===== src/rtl/imem_boot_loader.sv =====
// Loads a counted, checksummed byte-stream image into instruction memory, core held in reset until done.
// Writes are issued one cycle after the 4th byte of each word. rx_ready is 1 in HDR0..CSUM and 0 in RUN/ERROR.
module imem_boot_loader #(
   parameter int ADDR_WIDTH = 8,
   parameter int BASE_ADDR  = 0
) (
   input  logic                  clk,
   input  logic                  reset,
   input  logic                  restart,
   input  logic                  rx_valid,
   input  logic [7:0]            rx_data,
   output logic                  rx_ready,
   output logic                  imem_we,
   output logic [ADDR_WIDTH-1:0] imem_addr,
   output logic [31:0]           imem_wdata,
   output logic                  cpu_reset,
   output logic                  load_done,
   output logic                  load_error
);

   typedef enum logic [2:0] {
      S_HDR0,
      S_HDR1,
      S_DATA,
      S_CSUM,
      S_RUN,
      S_ERROR
   } state_t;

   localparam logic [32:0] MEM_WORDS = 33'd1 << ADDR_WIDTH;

   state_t                state_q;
   logic [15:0]           count_q;
   logic [15:0]           word_idx_q;
   logic [1:0]            byte_idx_q;
   logic [7:0]            sum_q;
   logic [23:0]           buf_q;
   logic                  rx_ready_q;
   logic                  imem_we_q;
   logic [ADDR_WIDTH-1:0] imem_addr_q;
   logic [31:0]           imem_wdata_q;
   logic                  cpu_reset_q;
   logic                  load_done_q;
   logic                  load_error_q;

   logic                  xfer;
   logic [7:0]            sum_d;
   logic [31:0]           word_d;
   logic [32:0]           end_d;
   logic                  hdr_bad_d;
   logic                  last_word_d;

   assign xfer        = rx_valid && rx_ready_q;
   assign sum_d       = sum_q + rx_data;
   assign word_d      = {rx_data, buf_q};
   // End of image (exclusive), evaluated while count_hi is on rx_data.
   assign end_d       = 33'(BASE_ADDR) + 33'({rx_data, count_q[7:0]});
   assign hdr_bad_d   = ({rx_data, count_q[7:0]} == 16'd0) || (end_d > MEM_WORDS);
   assign last_word_d = (word_idx_q == (count_q - 16'd1));

   always_ff @(posedge clk) begin
      if (reset || restart) begin
         state_q      <= S_HDR0;
         count_q      <= '0;
         word_idx_q   <= '0;
         byte_idx_q   <= '0;
         sum_q        <= '0;
         buf_q        <= '0;
         rx_ready_q   <= 1'b1;
         imem_we_q    <= 1'b0;
         imem_addr_q  <= '0;
         imem_wdata_q <= '0;
         cpu_reset_q  <= 1'b1;
         load_done_q  <= 1'b0;
         load_error_q <= 1'b0;
      end else begin
         imem_we_q <= 1'b0;
         if (xfer) begin
            case (state_q)
               S_HDR0: begin
                  count_q[7:0] <= rx_data;
                  state_q      <= S_HDR1;
               end
               S_HDR1: begin
                  count_q[15:8] <= rx_data;
                  if (hdr_bad_d) begin
                     state_q      <= S_ERROR;
                     rx_ready_q   <= 1'b0;
                     load_error_q <= 1'b1;
                  end else begin
                     state_q <= S_DATA;
                  end
               end
               S_DATA: begin
                  sum_q      <= sum_d;
                  byte_idx_q <= byte_idx_q + 2'd1;
                  case (byte_idx_q)
                     2'd0: buf_q[7:0]   <= rx_data;
                     2'd1: buf_q[15:8]  <= rx_data;
                     2'd2: buf_q[23:16] <= rx_data;
                     default: begin
                        imem_we_q    <= 1'b1;
                        imem_addr_q  <= ADDR_WIDTH'(BASE_ADDR + 32'(word_idx_q));
                        imem_wdata_q <= word_d;
                        word_idx_q   <= word_idx_q + 16'd1;
                        if (last_word_d) begin
                           state_q <= S_CSUM;
                        end
                     end
                  endcase
               end
               S_CSUM: begin
                  rx_ready_q <= 1'b0;
                  if (sum_d == 8'd0) begin
                     state_q     <= S_RUN;
                     cpu_reset_q <= 1'b0;
                     load_done_q <= 1'b1;
                  end else begin
                     state_q      <= S_ERROR;
                     load_error_q <= 1'b1;
                  end
               end
               default: ;
            endcase
         end
      end
   end

   assign rx_ready   = rx_ready_q;
   assign imem_we    = imem_we_q;
   assign imem_addr  = imem_addr_q;
   assign imem_wdata = imem_wdata_q;
   assign cpu_reset  = cpu_reset_q;
   assign load_done  = load_done_q;
   assign load_error = load_error_q;

endmodule

===== config.mk =====
export PLATFORM = sky130hd
export DESIGN_NAME = imem_boot_loader
export DESIGN_NICKNAME = d
export VERILOG_FILES = /design/src/rtl/imem_boot_loader.sv
export SDC_FILE = /design/constraint.sdc
export NUM_CORES = 1
export LEC_CHECK = 0
export CORE_ASPECT_RATIO = 0.8
export CORE_MARGIN = 3
export CORE_UTILIZATION = 45
export CTS_BUF_LIST = sky130_fd_sc_hd__clkbuf_4 sky130_fd_sc_hd__clkbuf_8 sky130_fd_sc_hd__clkbuf_16
export CTS_CLUSTER_DIAMETER = 150
export CTS_CLUSTER_SIZE = 10
export DETAILED_ROUTE_END_ITERATION = 10
export PLACE_DENSITY = 0.65
export SYNTH_ARGS = -nofsm -noshare
export SYNTH_HDL_FRONTEND = slang
export SYNTH_SLANG_ARGS = --single-unit

===== constraint.sdc =====
create_clock -name clk -period 4.2 [get_ports clk]
set_input_delay 0.84 -clock clk [delete_from_list [all_inputs] [get_ports clk]]
set_output_delay 0.84 -clock clk [all_outputs]
set_load 0.005 [all_outputs]

==> out/summary.txt, run 1 <==
=================================================================================================
Core Footprint                                                                         0.0110 mm2
Drt first pass iters                                                                            6
Endpoints failing setup                                                                         0
P_leak                                                                                    2.21 nW
Total negative setup slack                                                                   0 ns
Unrepaired setup endpoints after global routing                                                no
Met2 Routed Length                                                                        5.44 mm
Remaining antenna violation count after routing                                                 0
Post-CTS resize count                                                                           0
CTS clock-pin slew for the worst setup and hold paths                                     0.05 ns
Peak VDD IR                                                                                360 uV
Cell at the root of the clock tree                                                      clkbuf_16
Count of synthesis-stage warnings from yosys                                                    0
Post-synth top area cell                                                                  dfxtp_1
Combined global-route utilization of all metal layers                                       20.2%
Number of maximum-capacitance violations                                                        0
Period Utilization, post-route                                                              86.7%
Top post-synthesis cells by area                                                     dfxtp_1 (45%), nand2_1 (11%), a21oi_1 (8.6%)
Vias in the first global route                                                               4224
FP Rows                                                                                        34
Quantity of I/O buffers inserted on ports                                                      56
Placed cell count                                                                             812
Area fraction of the dominant cell type after synthesis                                     44.5%
Area delta synth->final                                                                     26.5%
Inserted Clock Buffers                                                                         17
Vias after detailed routing                                                                  4505
Ant diodes                                                                                      0
Post-CTS setup buffer count                                                                     0
Slew at the pin closest to its max-slew limit                                            0.735 ns
Largest driver fanout on the critical path                                                      3
Instance area after placement                                                         0.00583 mm2
Count of flip-flops with a built-in enable after synthesis                                      0
Kind of launch point of the worst setup path                                         primary input
Worst slack after detailed placement                                                     0.286 ns
Largest net degree at the start of global routing                                              70
Main synth FF type                                                                        dfxtp_1
Critical Setup Path Class                                                            primary input to register
Power per cell area                                                                    435 mW/mm2
Post-Synthesis Cell Area                                                              0.00512 mm2
Startpoint of the tightest hold check path                                              load_done
Setup Skew                                                                             0.00523 ns
Outcome                                                                              complete, no violations
Synthesized area per cell                                                                8.04 um2
Wire length of the first global-routing pass                                              20.9 mm
Synth Register Bits                                                                           114
Met3 wire len                                                                              823 um
Hpwl dp                                                                                   8.54 mm
Fraction of synthesis flops using an asynchronous set or reset pin                             0%
Number of distinct library cell variants in the gate-level netlist after synthesis             54
Fraction of the yosys area taken by sequential cells                                        44.5%
Nets                                                                                          713
Top layer in use                                                                             met4
Relative slew margins                                                                       51.0%
DIE AREA                                                                               0.0127 mm2
Post-Synthesis Net Count                                                                      663
Detailed Route Iter0 Violations                                                               325
Worst R2R Start                                                                          sum_q[0]
Max Buffers Root-to-Sink                                                                        2
Min-delay worst type                                                                 register to register
Top achievable clock speed                                                                275 MHz
Die boundary height                                                                        101 um
Final worst hold slack                                                                   0.446 ns
Capture endpoint of the worst hold path                                                 load_done
Proportion of layout cells with a drive suffix above 1                                      8.01%
Data required time at the worst endpoint                                                  4.50 ns
Met1 WL                                                                                   6.09 mm
Crit. End Element                                                                        register
Antenna violations before repair                                                                0
Endpoint arrival time on the critical path                                                3.94 ns
Per-cell via count in the routed design                                                      5.34
Detailed-route wire length per cell                                                       14.8 um
Drt drc                                                                                         0
Flop2flop setup slack                                                                     1.16 ns
Weighted congestion reported at the end of routability-driven placement                     0.859
Post-route standard cell area excluding fillers                                       0.00648 mm2
Cell count of the worst hold path                                                               2
Cells after Synth                                                                             637
Number of sinks driven by the clock tree                                                      114
Endpoint of the most critical register-to-register path                                 cpu_reset
Chip width                                                                                 125 um
Starting utilization of the core area                                                       46.7%
TritonCTS clock tree                                                                         done
Detailed-route wire length                                                                12.5 mm
Remaining Overflow, GRT                                                                         0
Hold-fix buffers at CTS                                                                         0
Clock latency of the later-clocked register in the worst-skew pair                        0.41 ns
Number of H-tree levels                                                                         4
Hold violation total from the final report                                                      0
Final period demand of the worst path                                                     3.64 ns
Overall power of the completed layout                                                     2.82 mW
Number of primary I/O pins                                                                     57
Utilization after layout                                                                    59.1%
Number of cells traversed by the worst register-to-register path                               11
Min setup slack post-route                                                               0.558 ns
Final instance count without filler cells                                                     843
Count of final max-slew check failures                                                          0
=================================================================================================
-- worst max-delay path, cell delays in order --
cell             delay [ns]
clkdlybuf4s50_1        0.48
ha_1                   0.20
inv_1                  0.06
fa_1                   0.41
nand2b_1               0.19
a21oi_1                0.17
xor2_1                 0.11
or4_1                  0.49
a2111oi_0              0.45
buf_4                  0.22
nand3_1                0.10
a21o_1                 0.21
-- worst max path at each step --
stage                from         to
2_1_floorplan  rx_data[1]  cpu_reset
3_3_place_gp   rx_data[0]  cpu_reset
3_5_place_dp   rx_data[0]  cpu_reset
4_1_cts        rx_data[0]  cpu_reset
5_1_grt        rx_data[0]  cpu_reset
6_report       rx_data[0]  cpu_reset
-- registers in the layout (all words and copies together), names as in the netlist --
register	flops
cpu_reset	1
imem_addr	8
byte_idx_q	2
state_q	3
imem_wdata	32
sum_q	8
load_done	1
word_idx_q	16
buf_q	24
rx_ready	1
load_error	1
count_q	16
imem_we	1
-- power breakdown --
part / internal [mW] / switching [mW] / leakage [nW]
Clock: 1.10 / 0.483 / 0.318
Sequential: 1.09 / 0.00699 / 0.919
Combinational: 0.0621 / 0.0828 / 0.975
Total: 2.25 / 0.573 / 2.21
-- logic make-up after synthesis --
logic type | count (synthesis) | share of synthesized area [%]
AND/OR/NAND/NOR | 273 | 24.0
XOR/XNOR | 40 | 7.13
flip-flops | 114 | 44.5
adder cells (fa/ha/maj) | 14 | 3.57
multiplexers | 9 | 1.76
buffers and inverters | 54 | 4.13
AO/OA/AOI/OAI | 133 | 14.9
-- cell usage after synthesis, types with 2 or more instances --
master      n
clkbuf_1   40
and3_1      5
nand4_1     6
nor2_1     47
mux2i_1     9
nand2b_1    3
nor4_1      6
dfxtp_1   114
a31oi_1     4
a211oi_1    3
xnor2_1    21
nand2_1   145
ha_1       13
nand3b_1    3
or2_2       2
o41ai_1     2
o21a_1      3
a41oi_1     2
nand3_1    29
o211ai_1    2
o21ai_0    17
and3b_1     2
inv_1      12
or3_1       3
a21oi_1    88
or4_1       2
and2_1      3
xor2_1     18
nor3_1      8
-- routing by layer --
layer / vias to the layer above / global-route usage [%]
met5: - / 0
met4: 0 / 6.42
met3: 12 / 4.96
met2: 137 / 30.5
met1: 2087 / 28.8
li1: 2269 / -
-- layout make-up --
class | instances | area [um2]
clock buffers | 21 | 474
clock inverters | 10 | 180
fillers | 988 | 4490
inverters | 12 | 45.0
multi-input cells | 469 | 2630
flip-flops and latches | 114 | 2280
well taps | 144 | 180
repair buffers | 73 | 688
-- placed cells by master (no fill, tap or decap), types with 2 or more instances in the layout --
cell type / synthesis / layout
nand4_1: 6 / 6
inv_1: 12 / 12
o21ai_0: 17 / 17
a211oi_1: 3 / 3
or4_1: 2 / 2
nor3_1: 8 / 8
nand3b_1: 3 / 3
clkdlybuf4s50_1: 0 / 56
nand2b_1: 3 / 3
a41oi_1: 2 / 2
clkbuf_16: 0 / 17
xor2_1: 18 / 18
or3_1: 3 / 3
nor2_1: 47 / 47
nand3_1: 29 / 29
clkbuf_8: 0 / 3
and2_1: 3 / 3
dfxtp_1: 114 / 114
o41ai_1: 2 / 2
clkinv_2: 0 / 3
nor4_1: 6 / 6
bufinv_16: 0 / 5
ha_1: 13 / 13
xnor2_1: 21 / 21
mux2i_1: 9 / 9
a21oi_1: 88 / 88
buf_4: 0 / 17
a31oi_1: 4 / 4
and3_1: 5 / 5
and3b_1: 2 / 2
o21a_1: 3 / 3
clkinvlp_4: 0 / 2
o211ai_1: 2 / 2
nand2_1: 145 / 145
No activity file was read; power rests on OpenSTA's default activity.
==> run 2, diff against run 1 <==
--- a/config.mk
+++ b/config.mk
@@ -5,6 +5,7 @@
 export SDC_FILE = /design/constraint.sdc
 export NUM_CORES = 1
 export LEC_CHECK = 0
+export ABC_CLOCK_PERIOD_IN_PS = 4200
 export CORE_ASPECT_RATIO = 0.8
 export CORE_MARGIN = 3
 export CORE_UTILIZATION = 45
==> results of run 2 <==
The final DEF is identical to that of run 1; final timing and power are the same.
